===== src/rtl/alu_seq_if.sv =====
// Command and response handshake bundle between issue logic and the ALU sequencer.
interface alu_seq_if;
  logic        cmd_valid;
  logic        cmd_ready;
  logic [3:0]  cmd_op;
  logic        cmd_mul;
  logic [3:0]  cmd_cond;
  logic        cmd_s;
  logic [2:0]  cmd_shiftop;
  logic [31:0] cmd_a;
  logic [31:0] cmd_b;
  logic [3:0]  cmd_tag;

  logic        rsp_valid;
  logic        rsp_ready;
  logic [31:0] rsp_result;
  logic [3:0]  rsp_tag;
  logic        rsp_executed;
  logic        rsp_wr;

  modport master (
    output cmd_valid, cmd_op, cmd_mul, cmd_cond, cmd_s, cmd_shiftop, cmd_a, cmd_b, cmd_tag,
    output rsp_ready,
    input  cmd_ready,
    input  rsp_valid, rsp_result, rsp_tag, rsp_executed, rsp_wr
  );

  modport slave (
    input  cmd_valid, cmd_op, cmd_mul, cmd_cond, cmd_s, cmd_shiftop, cmd_a, cmd_b, cmd_tag,
    input  rsp_ready,
    output cmd_ready,
    output rsp_valid, rsp_result, rsp_tag, rsp_executed, rsp_wr
  );
endinterface


===== src/rtl/alu_seq.sv =====
// ALU command sequencer: condition check against the NVCZ flag register, single-cycle
// ALU ops or shift-add multiply, registered response with valid/ready handoff.
module alu_seq (
  input  logic        clk,
  input  logic        reset_n,
  alu_seq_if.slave    bus,
  output logic [31:0] alu_a,
  output logic [31:0] alu_b,
  output logic [3:0]  alu_ctrl,
  output logic [2:0]  alu_shiftop,
  input  logic [31:0] alu_result,
  input  logic [3:0]  alu_flags,
  output logic [3:0]  flags,
  output logic        busy
);

  typedef enum logic [1:0] {IDLE, EXEC, MUL, RESP} state_t;

  state_t      state_q, state_d;
  logic [3:0]  op_q;
  logic [2:0]  shiftop_q;
  logic        s_q;
  logic [31:0] a_q;
  logic [31:0] b_q;
  logic [31:0] acc_q;
  logic        cond_pass;
  logic        is_test;
  logic        mul_last;
  logic        fn, fv, fc, fz;

  assign {fn, fv, fc, fz} = flags;
  assign is_test  = (op_q[3:2] == 2'b10);
  assign mul_last = (b_q[31:1] == '0);

  always_comb begin
    cond_pass = 1'b0;
    unique case (bus.cmd_cond)
      4'h0: cond_pass = fz;
      4'h1: cond_pass = !fz;
      4'h2: cond_pass = fc;
      4'h3: cond_pass = !fc;
      4'h4: cond_pass = fn;
      4'h5: cond_pass = !fn;
      4'h6: cond_pass = fv;
      4'h7: cond_pass = !fv;
      4'h8: cond_pass = fc && !fz;
      4'h9: cond_pass = !fc || fz;
      4'hA: cond_pass = (fn == fv);
      4'hB: cond_pass = (fn != fv);
      4'hC: cond_pass = !fz && (fn == fv);
      4'hD: cond_pass = fz || (fn != fv);
      4'hE: cond_pass = 1'b1;
      4'hF: cond_pass = 1'b0;
    endcase
  end

  always_ff @(posedge clk or negedge reset_n) begin
    if (!reset_n) state_q <= IDLE;
    else          state_q <= state_d;
  end

  always_comb begin
    state_d = state_q;
    unique case (state_q)
      IDLE: if (bus.cmd_valid) begin
        if (!cond_pass)       state_d = RESP;
        else if (bus.cmd_mul) state_d = MUL;
        else                  state_d = EXEC;
      end
      EXEC: state_d = RESP;
      MUL:  if (mul_last) state_d = RESP;
      RESP: if (bus.rsp_ready) state_d = IDLE;
    endcase
  end

  always_comb begin
    alu_a         = '0;
    alu_b         = '0;
    alu_ctrl      = '0;
    alu_shiftop   = '0;
    bus.cmd_ready = (state_q == IDLE);
    bus.rsp_valid = (state_q == RESP);
    busy          = (state_q != IDLE);
    unique case (state_q)
      EXEC: begin
        alu_a       = a_q;
        alu_b       = b_q;
        alu_ctrl    = op_q;
        alu_shiftop = {shiftop_q[2:1], shiftop_q[0] | is_test};
      end
      MUL: begin
        alu_a    = acc_q;
        alu_b    = b_q[0] ? a_q : '0;
        alu_ctrl = 4'b0100;
      end
      default: ;
    endcase
  end

  // a_q/b_q double as the multiplicand (m) and multiplier (q) shift registers in MUL
  always_ff @(posedge clk or negedge reset_n) begin
    if (!reset_n) begin
      op_q             <= '0;
      shiftop_q        <= '0;
      s_q              <= 1'b0;
      a_q              <= '0;
      b_q              <= '0;
      acc_q            <= '0;
      flags            <= '0;
      bus.rsp_result   <= '0;
      bus.rsp_tag      <= '0;
      bus.rsp_executed <= 1'b0;
      bus.rsp_wr       <= 1'b0;
    end else begin
      unique case (state_q)
        IDLE: if (bus.cmd_valid) begin
          op_q        <= bus.cmd_op;
          shiftop_q   <= bus.cmd_shiftop;
          s_q         <= bus.cmd_s;
          a_q         <= bus.cmd_a;
          b_q         <= bus.cmd_b;
          acc_q       <= '0;
          bus.rsp_tag <= bus.cmd_tag;
          if (!cond_pass) begin
            bus.rsp_result   <= '0;
            bus.rsp_executed <= 1'b0;
            bus.rsp_wr       <= 1'b0;
          end
        end
        EXEC: begin
          bus.rsp_result   <= alu_result;
          bus.rsp_executed <= 1'b1;
          bus.rsp_wr       <= !is_test;
          if (s_q || is_test) flags <= alu_flags;
        end
        MUL: begin
          acc_q <= alu_result;
          a_q   <= a_q << 1;
          b_q   <= b_q >> 1;
          if (mul_last) begin
            bus.rsp_result   <= alu_result;
            bus.rsp_executed <= 1'b1;
            bus.rsp_wr       <= 1'b1;
            if (s_q) begin
              flags[3] <= alu_result[31];
              flags[0] <= (alu_result == '0);
            end
          end
        end
        RESP: ;
      endcase
    end
  end

endmodule


===== src/flat_wrapper.sv =====
// flat-port wrapper written by rule: the top's interface ports become plain ports
module alu_seq_flat 
  (clk, reset_n, alu_a, alu_b, alu_ctrl, alu_shiftop, alu_result, alu_flags, flags, busy, bus_cmd_valid, bus_cmd_op, bus_cmd_mul, bus_cmd_cond, bus_cmd_s, bus_cmd_shiftop, bus_cmd_a, bus_cmd_b, bus_cmd_tag, bus_rsp_ready, bus_cmd_ready, bus_rsp_valid, bus_rsp_result, bus_rsp_tag, bus_rsp_executed, bus_rsp_wr);
  alu_seq_if bus_i ();
  input  logic clk;
  input  logic reset_n;
  output logic [31:0] alu_a;
  output logic [31:0] alu_b;
  output logic [3:0] alu_ctrl;
  output logic [2:0] alu_shiftop;
  input  logic [31:0] alu_result;
  input  logic [3:0] alu_flags;
  output logic [3:0] flags;
  output logic busy;
  input wire logic [$bits(bus_i.cmd_valid)-1:0] bus_cmd_valid;
  input wire logic [$bits(bus_i.cmd_op)-1:0] bus_cmd_op;
  input wire logic [$bits(bus_i.cmd_mul)-1:0] bus_cmd_mul;
  input wire logic [$bits(bus_i.cmd_cond)-1:0] bus_cmd_cond;
  input wire logic [$bits(bus_i.cmd_s)-1:0] bus_cmd_s;
  input wire logic [$bits(bus_i.cmd_shiftop)-1:0] bus_cmd_shiftop;
  input wire logic [$bits(bus_i.cmd_a)-1:0] bus_cmd_a;
  input wire logic [$bits(bus_i.cmd_b)-1:0] bus_cmd_b;
  input wire logic [$bits(bus_i.cmd_tag)-1:0] bus_cmd_tag;
  input wire logic [$bits(bus_i.rsp_ready)-1:0] bus_rsp_ready;
  output wire logic [$bits(bus_i.cmd_ready)-1:0] bus_cmd_ready;
  output wire logic [$bits(bus_i.rsp_valid)-1:0] bus_rsp_valid;
  output wire logic [$bits(bus_i.rsp_result)-1:0] bus_rsp_result;
  output wire logic [$bits(bus_i.rsp_tag)-1:0] bus_rsp_tag;
  output wire logic [$bits(bus_i.rsp_executed)-1:0] bus_rsp_executed;
  output wire logic [$bits(bus_i.rsp_wr)-1:0] bus_rsp_wr;
  assign bus_i.cmd_valid = bus_cmd_valid;
  assign bus_i.cmd_op = bus_cmd_op;
  assign bus_i.cmd_mul = bus_cmd_mul;
  assign bus_i.cmd_cond = bus_cmd_cond;
  assign bus_i.cmd_s = bus_cmd_s;
  assign bus_i.cmd_shiftop = bus_cmd_shiftop;
  assign bus_i.cmd_a = bus_cmd_a;
  assign bus_i.cmd_b = bus_cmd_b;
  assign bus_i.cmd_tag = bus_cmd_tag;
  assign bus_i.rsp_ready = bus_rsp_ready;
  assign bus_cmd_ready = bus_i.cmd_ready;
  assign bus_rsp_valid = bus_i.rsp_valid;
  assign bus_rsp_result = bus_i.rsp_result;
  assign bus_rsp_tag = bus_i.rsp_tag;
  assign bus_rsp_executed = bus_i.rsp_executed;
  assign bus_rsp_wr = bus_i.rsp_wr;
  alu_seq u_core (.clk(clk), .reset_n(reset_n), .bus(bus_i), .alu_a(alu_a), .alu_b(alu_b), .alu_ctrl(alu_ctrl), .alu_shiftop(alu_shiftop), .alu_result(alu_result), .alu_flags(alu_flags), .flags(flags), .busy(busy));
endmodule

===== config.mk =====
export PLATFORM = sky130hd
export DESIGN_NAME = alu_seq_flat
export DESIGN_NICKNAME = d
export VERILOG_FILES = /design/src/rtl/alu_seq_if.sv /design/src/rtl/alu_seq.sv /design/src/flat_wrapper.sv
export SDC_FILE = /design/constraint.sdc
export NUM_CORES = 1
export LEC_CHECK = 0
export BUFFER_PORTS_ARGS = -buffer_cell sky130_fd_sc_hd__buf_2
export CAP_MARGIN = 30
export CORE_ASPECT_RATIO = 0.6
export CORE_UTILIZATION = 34
export CTS_CLUSTER_SIZE = 16
export DETAILED_ROUTE_END_ITERATION = 6
export GPL_ROUTABILITY_DRIVEN = 0
export GPL_TIMING_DRIVEN = 0
export PLACE_DENSITY = 0.64
export SYNTH_ARGS = -nofsm -noshare
export SYNTH_HDL_FRONTEND = slang
export SYNTH_SLANG_ARGS = --single-unit

===== constraint.sdc =====
create_clock -name clk -period 3 [get_ports clk]
set_input_delay 0.3 -clock clk [delete_from_list [all_inputs] [get_ports clk]]
set_output_delay 0.3 -clock clk [all_outputs]
set_load 0.05 [all_outputs]

==> results.ini, run 1 <==
[synthesis]
syn_inst=701
synthTopCellsByArea=dfrtp_1 (50%), mux2i_1 (13%), a22o_1 (12%), nand2_1 (5.5%), o21ai_0 (4.5%)
synth_edf_count=0
ys_warn_count=0
synth.distinct_cells=39
ys_seq_elements=148
async_flop_share_pct=100
synth_top_area_share_pct=50.1
synth_area_leader_cell=dfrtp_1
synth_ff_type=dfrtp_1
netlist_area_sq_um=7390
synth_fp_nets=827
synth-seq-area-share_pct=50.1
avgSynthCellArea_sq_um=10.5

[clock_network]
clock-sinks=148
cts_max_path_buffers=2
cts_setup_buffers=0
cts_root_buffer=clkbuf_16
clkTransAtPathRegs_ps=70
htree_levels=4
clock_latency_ps=440
cts_tree=done
numCtsBuffers=17

[finish]
final_layout_size_suffix_gt1_share_pct=33.0
layout_common_cells=buf_2 (242), dfrtp_1 (148), nand2_1 (108), a22o_1 (97), mux2i_1 (95)
layout_commonest_cell=buf_2
fin_util_pct=45.4
antennaDiodeCount=0
areaGrowthSynthToFinish_pct=29.9
nets=1080

[global_routing]
first_global_vias=6282
grt_pass1_wl_mm=39.2
antenna_found_initial=0
grtUsageTotal_pct=24.3
grt_max_degree=83
grt_overflow_total=0

[floorplanning]
die-area_sq_um=22300
die_h_microns=116
die_x_microns=192
io_pins=237
num_rows=41
initial_core_util_pct=35.0
core_sq_um=21100

[setup_path]
end_kind=primary output
cp.arrival_ps=2590
r2r_cells=7
r2r_start=u_core.b_q[21]
r2r_slack_ps=220
startpoint_type=register
path_delay_family=buffers and inverters
cp_slowest_cell=ha_2
path_buf_inv=4
worst_ep_required_time_ps=2700
cpPeakStageDelay_ps=440
cp_cell_sequence=inv_1 -> ha_2 -> and3_1 -> clkbuf_1 -> clkbuf_2 -> a22o_1 -> buf_2
crit_type=register to primary output
cp_max_fo=10
r2r-end=u_core.bus.rsp_result[22]

[timing]
timing.hold.ws_ps=87.4
setup_viol=0
finalSetupTns_ps=0
slew_headroom_pct=47.8
post-route-period-util_pct=96.5
period_minus_slack_ps=2890
fmax_ghz=0.346
fin_skew_ps=12.2
tightest_slew_ps=783
rsz0062_at_grt=no
hold_viol=0
maxSlewViolCount=0

[routing]
drt_iter0_drc=561
wl_per_cell_microns=21.4
routed_wl_mm=26.7
ant_nets=0
dr_total_vias=6542
first_pass_iters=6
viasPerCell=5.25
drc=0

[worst_hold_path]
min_to=u_core.op_q[2]
whs_path_depth=2
hold_class=input pin to register
hold_start=bus_cmd_op[2]

[power]
p_per_area_nw_per_um2=1440
seqPwrFrac_pct=28.3
power_uw=13900
power.internal_uw=6730
vdd_drop_max_mv=0.585
switching_share_pct=51.4
power_frac_clock_pct=16.4
switchingPower_uw=7130
cellLeakagePower_uw=0.00482
p_comb_share_pct=55.3

[outcome]
status=finished clean

[placed_design]
dpl.hpwl_mm=20.7
port_buffers=236

[job]
cap_violations=0

[cells by family (layout without fill, tap and decap cells)]
family / count (synthesis) / in the layout / share of synthesized area (%)
xor+xnor: 4 / 4 / 0.576
flops: 148 / 148 / 50.1
buf+inv: 91 / 357 / 5.15
compound gates: 179 / 179 / 17.9
fa+ha+maj: 5 / 5 / 0.847
mux: 113 / 113 / 15.6
simple gates: 161 / 161 / 9.74
[power by group through the flow]
stage          Clock, uW  Sequential [uW]  Combinational (uW)
3_3_place_gp           0             3900                7510
3_5_place_dp           0             3910                7650
2_1_floorplan          0             4330                4960
6_report            2270             3930                7670
5_1_grt             2390             4030                8240
4_1_cts             2300             3890                7660
[sequential cells by signal (all words and copies together), names as in the netlist]
name / flops
u_core.op_q: 4
u_core.bus.rsp_tag: 4
u_core.s_q: 1
u_core.a_q: 32
u_core.state_q: 2
u_core.shiftop_q: 3
u_core.b_q: 32
u_core.bus.rsp_executed: 1
u_core.flags: 4
u_core.acc_q: 32
u_core.bus.rsp_wr: 1
u_core.bus.rsp_result: 32
[metrics by stage]
| stage | setup WS (ps) | cells | area [sq um] |
|---|---|---|---|
| 5_1_grt | 3.52 | 1246 | 9600 |
| 3_5_place_dp | -207 | 1217 | 8950 |
| 2_1_floorplan | 213 | 701 | 7390 |
| 6_report | 106 | 1246 | 9600 |
| 3_3_place_gp | -682 | 1216 | 8920 |
| 4_1_cts | 5.26 | 1246 | 9580 |
[metal layers]
metal	vias up	routed length, microns	track usage, %
met2	286	10600	33.0
met4	0	200	5.35
met3	19	2830	8.77
met5	-	0	0
li1	3028	-	-
met1	3209	13000	36.4
[what timing repair did]
action / in CTS / in global routing
endpoints found under the setup margin: 65 / 97
hold buffers: 1 / 0
hold endpoints to repair: 66 / 0
resized for setup: 13 / 15
pin swaps: 0 / 0
[cell usage after synthesis (2+ instances only)]
library cell	count
a21boi_0	2
a21o_1	2
a21oi_1	4
a22o_1	97
and2_1	5
and3_1	6
buf_1	17
buf_2	4
buf_8	3
clkbuf_1	29
dfrtp_1	148
ha_1	5
inv_1	38
mux2_2	17
mux2i_1	95
nand2_1	108
nand2b_1	4
nand3_1	3
nand3b_1	2
nand4_1	4
nor2_1	8
nor2b_1	3
nor3_1	2
nor4_1	13
o21ai_0	66
xnor2_1	3
[how the worst max path moves through the flow]
stage	slack [ps]	startpoint	end	depth (start not counted)
finish	110	u_core.state_q[0]	alu_b[28]	7
global route	4	u_core.state_q[0]	alu_b[28]	7
CTS	5	u_core.state_q[0]	alu_a[28]	6
detailed placement	-210	u_core.state_q[1]	alu_b[25]	8
global placement	-680	reset_n	u_core.bus.rsp_result[19]	1
floorplan	210	u_core.state_q[0]	u_core.a_q[26]	9
[area by class of cell]
| class | count | area, sq um |
|---|---|---|
| plain buffers | 49 | 250 |
| well taps | 279 | 349 |
| fillers | 2046 | 11500 |
| multi-input cells | 462 | 3310 |
| repair buffers | 238 | 1220 |
| inverters | 38 | 143 |
| flip-flops and latches | 148 | 3700 |
| clock buffers | 18 | 439 |
| clock inverters | 14 | 176 |
No activity file was read; power rests on OpenSTA's default activity.
==> run 2: changes to the inputs <==
--- a/config.mk
+++ b/config.mk
@@ -7,7 +7,6 @@
 export LEC_CHECK = 0
 export BUFFER_PORTS_ARGS = -buffer_cell sky130_fd_sc_hd__buf_2
 export CAP_MARGIN = 30
-export CORE_ASPECT_RATIO = 0.6
 export CORE_UTILIZATION = 34
 export CTS_CLUSTER_SIZE = 16
 export DETAILED_ROUTE_END_ITERATION = 6
==> run 2 against run 1 <==
Compared with the run above:
- first-iteration DRC count shrank 36%
- register-to-register slack is essentially flat
- setup slack gained 17 ps
- sequential share of layout area is essentially flat
- critical path depth shrank 1
- sequential power shrank 2%
- non-clock buffer count is the same
- power shrank 1.6%
==> results.ini, run 2 (synthesized netlist as in run 1, its figures left out) <==
[setup_path]
worst_ep_required_time_ps=2700  ; about the same
end_kind=primary output
crit_type=register to primary output
r2r-end=u_core.b_q[13]
crit_start=u_core.state_q[0]
r2r_start=u_core.state_q[0]
cp_max_fo=10  ; unchanged
r2r_cells=9  ; +2
cp.arrival_ps=2580  ; about the same
worstSetupEndpoint=alu_a[17]
r2r_slack_ps=230  ; about the same
startpoint_type=register

[clock_network]
clkTransAtPathRegs_ps=60  ; about the same
cts_tree=done
cts_max_path_buffers=2  ; unchanged
clock-sinks=148  ; unchanged
htree_levels=4  ; unchanged
clock_latency_ps=430  ; about the same
numCtsBuffers=17  ; unchanged
cts_root_buffer=clkbuf_16

[floorplanning]
num_rows=53  ; +29%
die-area_sq_um=22300  ; about the same
die_x_microns=149  ; -22%
die_h_microns=149  ; +29%
core_sq_um=21200  ; about the same
initial_core_util_pct=34.9  ; about the same
io_pins=237  ; unchanged

[power]
switchingPower_uw=6880  ; -3.4%
seqPwrFrac_pct=28.2  ; about the same
cellLeakagePower_uw=0.00483  ; about the same
power_frac_clock_pct=16.5  ; about the same
p_comb_share_pct=55.3  ; about the same
power.internal_uw=6760  ; +0.35%
vdd_drop_max_mv=0.551  ; -5.8%
switching_share_pct=50.4  ; -0.96 points
p_per_area_nw_per_um2=1420  ; -1.5%
power_uw=13600  ; -1.6%

[timing]
tightest_slew_ps=865  ; +81.8 ps
setup_slack_ps=124  ; +17.2 ps
hold_viol=0  ; unchanged
setup_viol=0  ; unchanged
fin_skew_ps=13.8  ; +1.63 ps
period_minus_slack_ps=2880  ; -17.2 ps
slew_headroom_pct=42.3  ; -5.5 points
maxSlewViolCount=0  ; unchanged
fmax_ghz=0.348  ; +0.60%
rsz0062_at_grt=no
post-route-period-util_pct=95.9  ; -0.57 points

[finish]
layout_commonest_cell=buf_2
final_layout_size_suffix_gt1_share_pct=32.4  ; -0.59 points
fillers=2031  ; -0.73%
final_area_sq_um=9590  ; about the same
nets=1080  ; unchanged
layout_common_cells=buf_2 (243), dfrtp_1 (148), nand2_1 (108), a22o_1 (97), mux2i_1 (95)
areaGrowthSynthToFinish_pct=29.9  ; about the same
fin_util_pct=45.3  ; -0.064 points

[routing]
wl_per_cell_microns=19.7  ; -7.9%
drt_iter0_drc=360  ; -36%
first_pass_iters=5  ; -1
ant_nets=0  ; unchanged
viasPerCell=5.19  ; -1.2%
routed_wl_mm=24.6  ; -8.0%
drc=0  ; unchanged
dr_total_vias=6458  ; -1.3%

[global_routing]
antenna_found_initial=5  ; +5
grt_pass1_wl_mm=36.2  ; -7.7%
met2_usage_pct=33.5  ; +0.45 points
met3_usage_pct=5.35  ; -3.4 points
grt_overflow_total=0  ; unchanged
grt_max_degree=83  ; unchanged
met1_usage_pct=29.8  ; -6.6 points
busiest_layer=met2
first_global_vias=6172  ; -1.8%
grtUsageTotal_pct=22.0  ; -2.4 points

[placed_design]
place_ws_ps=-21.2  ; +186 ps
port_buffers=236  ; unchanged
dpl-instance-area_sq_um=8950  ; about the same
dpl.hpwl_mm=18.9  ; -8.9%

[worst_hold_path]
hold_class=input pin to register

[job]
cap_violations=0  ; unchanged

[outcome]
status=finished clean

[run 2: power groups by stage]
stage	combinational [uW]	clock [uW]	sequential (uW)
global placement	7450	0	3820
floorplan	4960	0	4330
detailed placement	7580	0	3830
global route	8100	2360	3950
finish	7540	2250	3840
CTS	7610	2280	3810
[run 2: worst max-delay path, cell delays in order, from the launching register on]
cell      delay [ps]
dfrtp_1          420
inv_1            110
ha_1             440
and2_1           390
clkbuf_2         300
a22o_1           220
buf_2            270
[run 2: layer usage]
layer,part of all wire [%],wire length (microns)
met5,0.049,12
met4,2.9,718
met3,7.1,1730
met1,44,10900
met2,46,11200
[run 2: worst min path at each step]
stage | depth (start not counted) | startpoint | slack, ps | endpoint
final | 2 | bus_cmd_op[1] | 110 | u_core.op_q[1]
after global routing | 2 | bus_cmd_tag[2] | 100 | u_core.bus.rsp_tag[2]
after CTS | 2 | bus_cmd_tag[2] | 90 | u_core.bus.rsp_tag[2]
after detailed placement | 1 | reset_n | 360 | u_core.state_q[1]
after global placement | 1 | u_core.bus.rsp_wr | 470 | u_core.bus.rsp_wr
after floorplan | 0 | reset_n | 4 | u_core.a_q[0]
[run 2: layout make-up]
class                      count  area (sq um)  area share, %
antenna                        4          10.0          0.104
buffer                        49           246           2.57
clock buffer                  21           470           4.90
clock inverter                10           146           1.53
inverter                      38           143           1.49
multi-input combinational    462          3300           34.4
sequential                   148          3700           38.6
tap                          275           344           3.59
timing repair buffer         238          1220           12.8
[run 2: stage by stage]
step                      hold slack, ps  instances  setup TNS [ps]
after global routing                96.7       1243               0
after CTS                           94.7       1243               0
after global placement               467       1212          -98750
after detailed placement             356       1213           -62.1
after floorplan                     4.41        701               0
final                                107       1245               0
[run 2: timing repair]
action                     in CTS  in global routing
hold endpoints to repair       66                  0
hold buffers                    1                  0
setup buffers                   0                  0
setup endpoints to repair      86                 86
gates resized for setup        15                  6
==> run 3: changes to the inputs <==
--- a/config.mk
+++ b/config.mk
@@ -6,13 +6,13 @@
 export NUM_CORES = 1
 export LEC_CHECK = 0
 export BUFFER_PORTS_ARGS = -buffer_cell sky130_fd_sc_hd__buf_2
-export CAP_MARGIN = 30
 export CORE_UTILIZATION = 34
 export CTS_CLUSTER_SIZE = 16
 export DETAILED_ROUTE_END_ITERATION = 6
 export GPL_ROUTABILITY_DRIVEN = 0
 export GPL_TIMING_DRIVEN = 0
-export PLACE_DENSITY = 0.64
+export PLACE_DENSITY = 0.66
+export SLEW_MARGIN = 25
 export SYNTH_ARGS = -nofsm -noshare
 export SYNTH_HDL_FRONTEND = slang
 export SYNTH_SLANG_ARGS = --single-unit
==> constraint.sdc (replaced) <==
create_clock -name clk -period 2.5 [get_ports clk]
set_input_delay 0.25 -clock clk [delete_from_list [all_inputs] [get_ports clk]]
set_output_delay 0.25 -clock clk [all_outputs]
set_load 0.05 [all_outputs]
==> run 3 against run 2 <==
Compared with the run above:
- global-route usage rose by 0.21 points
- sequential share of layout area fell by 1.5 points
- register-to-register slack worse by 110 ps
- clock skew shrank 5.6 ps
- largest power group unchanged
- die area unchanged
- utilization rose by 1.9 points
- power grew 24%
- highest routed layer unchanged
- wire length decreased by 0.55%
- combinational power increased by 29%
- cell count is 0.64% higher
- critical endpoint is now alu_b[17]
- setup slack got worse by 48 ps
==> results.ini, run 3 (synthesized netlist as in run 1, its figures left out) <==
[setup_path]
cp_num_cells=6  ; unchanged
startpoint_type=register
crit_top_cell=buf_4
r2r_cells=9  ; unchanged
r2r_start=u_core.state_q[1]
cpPeakStageDelay_ps=420  ; -20 ps
worstSetupEndpoint=alu_b[17]
end_kind=primary output
crit_type=register to primary output
r2r-end=u_core.b_q[25]
cp_slowest_cell=dfrtp_2
cp_cell_sequence=inv_1 -> ha_4 -> and2_4 -> buf_4 -> a22o_1 -> buf_4
crit_start=u_core.state_q[1]
path_delay_family=buffers and inverters
cp.arrival_ps=2170  ; -410 ps
worst_ep_required_time_ps=2250  ; -450 ps
r2r_slack_ps=120  ; -110 ps
cp_max_fo=10  ; unchanged
path_buf_inv=3  ; unchanged

[clock_network]
cts_max_path_buffers=2  ; unchanged
numCtsBuffers=17  ; unchanged
cts_root_buffer=clkbuf_16
cts_tree=done
htree_levels=4  ; unchanged
clkTransAtPathRegs_ps=60  ; about the same
clock-sinks=148  ; unchanged
clock_latency_ps=430  ; about the same

[timing]
setup_slack_ps=75.5  ; -48.2 ps
maxSlewViolCount=0  ; unchanged
hold_viol=0  ; unchanged
post-route-period-util_pct=97.0
fmax_ghz=0.412
slew_headroom_pct=45.3  ; +2.9 points
setup_viol=0  ; unchanged
fin_skew_ps=8.29  ; -5.56 ps
rsz0062_at_grt=no
timing.hold.ws_ps=56.2  ; -50.8 ps
tightest_slew_ps=821  ; -43.8 ps
period_minus_slack_ps=2420

[routing]
drc=0  ; unchanged
wl_per_cell_microns=19.5  ; -1.2%
routed_wl_mm=24.4  ; -0.55%
ant_nets=0  ; unchanged
viasPerCell=5.13  ; -1.0%
dr_total_vias=6433  ; -0.39%
first_pass_iters=5  ; unchanged
drt_iter0_drc=388  ; +7.8%

[global_routing]
first_global_vias=6343  ; +2.8%
grtUsageTotal_pct=22.2  ; +0.21 points
grt_max_degree=58  ; -30%
grt_overflow_total=0  ; unchanged
antenna_found_initial=7  ; +2
grt_pass1_wl_mm=36.5  ; +0.90%

[placed_design]
port_buffers=236  ; unchanged
place_ws_ps=-466  ; -445 ps
dpl.hpwl_mm=19.0  ; +0.28%

[floorplanning]
die_x_microns=149  ; unchanged
core_sq_um=21200  ; unchanged
initial_core_util_pct=34.9  ; unchanged
io_pins=237  ; unchanged
die-area_sq_um=22300  ; unchanged
die_h_microns=149  ; unchanged
num_rows=53  ; unchanged

[power]
p_per_area_nw_per_um2=1700  ; +20%
vdd_drop_max_mv=0.835  ; +52%
power_uw=17000  ; +24%
cellLeakagePower_uw=0.00488  ; +1.2%

[finish]
layout_commonest_cell=buf_2
nets=1085  ; +0.46%
areaGrowthSynthToFinish_pct=35.2
final_layout_size_suffix_gt1_share_pct=34.6  ; +2.2 points
layout_common_cells=buf_2 (179), dfrtp_1 (146), nand2_1 (108), a22o_1 (97), mux2i_1 (95)
fillers=2025  ; -0.30%

[job]
cap_violations=0  ; unchanged

[outcome]
status=finished clean

[worst_hold_path]
hold_start=bus_cmd_s
hold_class=input pin to register

[run 3: layout make-up]
class                   count  area [sq um]  share of cell area, %
clock buffers              21           460                   4.61
well taps                 275           344                   3.45
plain buffers              49           323                   3.23
repair buffers            243          1440                   14.5
inverters                  38           143                   1.43
diodes                      6          15.0                  0.150
clock inverters            11           151                   1.52
multi-input cells         462          3400                   34.0
flip-flops and latches    148          3710                   37.1
[run 3: routing by layer]
metal / GRT usage [%] / wire, microns
met5: 0 / 13
met4: 8.11 / 469
met3: 5.99 / 1550
met2: 34.5 / 11400
met1: 29.4 / 11000
[run 3: how the worst min path moves through the flow]
| stage | to | slack (ps) | cells past startpoint |
|---|---|---|---|
| detailed placement | u_core.bus.rsp_result[24] | 170 | 1 |
| floorplan | u_core.a_q[0] | -50 | 0 |
| finish | u_core.s_q | 60 | 2 |
| global placement | u_core.bus.rsp_wr | 470 | 1 |
| global route | u_core.bus.rsp_tag[3] | 40 | 2 |
| CTS | u_core.s_q | 40 | 2 |
[run 3: through the flow]
step / cells / instance area [sq um] / utilization, % / TNS (ps)
2_1_floorplan: 701 / 7390 / - / 0
3_3_place_gp: 1212 / 8920 / 42.2 / -196910
3_5_place_dp: 1214 / 8980 / 42.5 / -37360
4_1_cts: 1246 / 9870 / 46.6 / -9.09
5_1_grt: 1252 / 9980 / 47.2 / 0
6_report: 1253 / 9980 / 47.2 / 0
[run 3: repair_timing]
item | CTS | global route
pin swaps | 0 | 3
hold buffers | 1 | 0
endpoints found under the hold margin | 41 | 0
endpoints found under the setup margin | 173 | 121
buffers inserted | 3 | 1
gates resized for setup | 104 | 24
[run 3: worst register-to-register path, cell delays in order, from the launching register on]
cell and delay, ps:
dfrtp_2 450, inv_1 180, ha_2 310, inv_1 150, a21boi_2 270, clkbuf_4 280
clkbuf_4 260, clkbuf_4 250, nand2_1 70, o21ai_0 90
[run 3: where the power goes]
group          switching, uW  internal, uW  total (uW)
clock                   1030          1630        2660
combinational           6230          3460        9690
sequential              1090          3530        4620
total                   8350          8620       17000
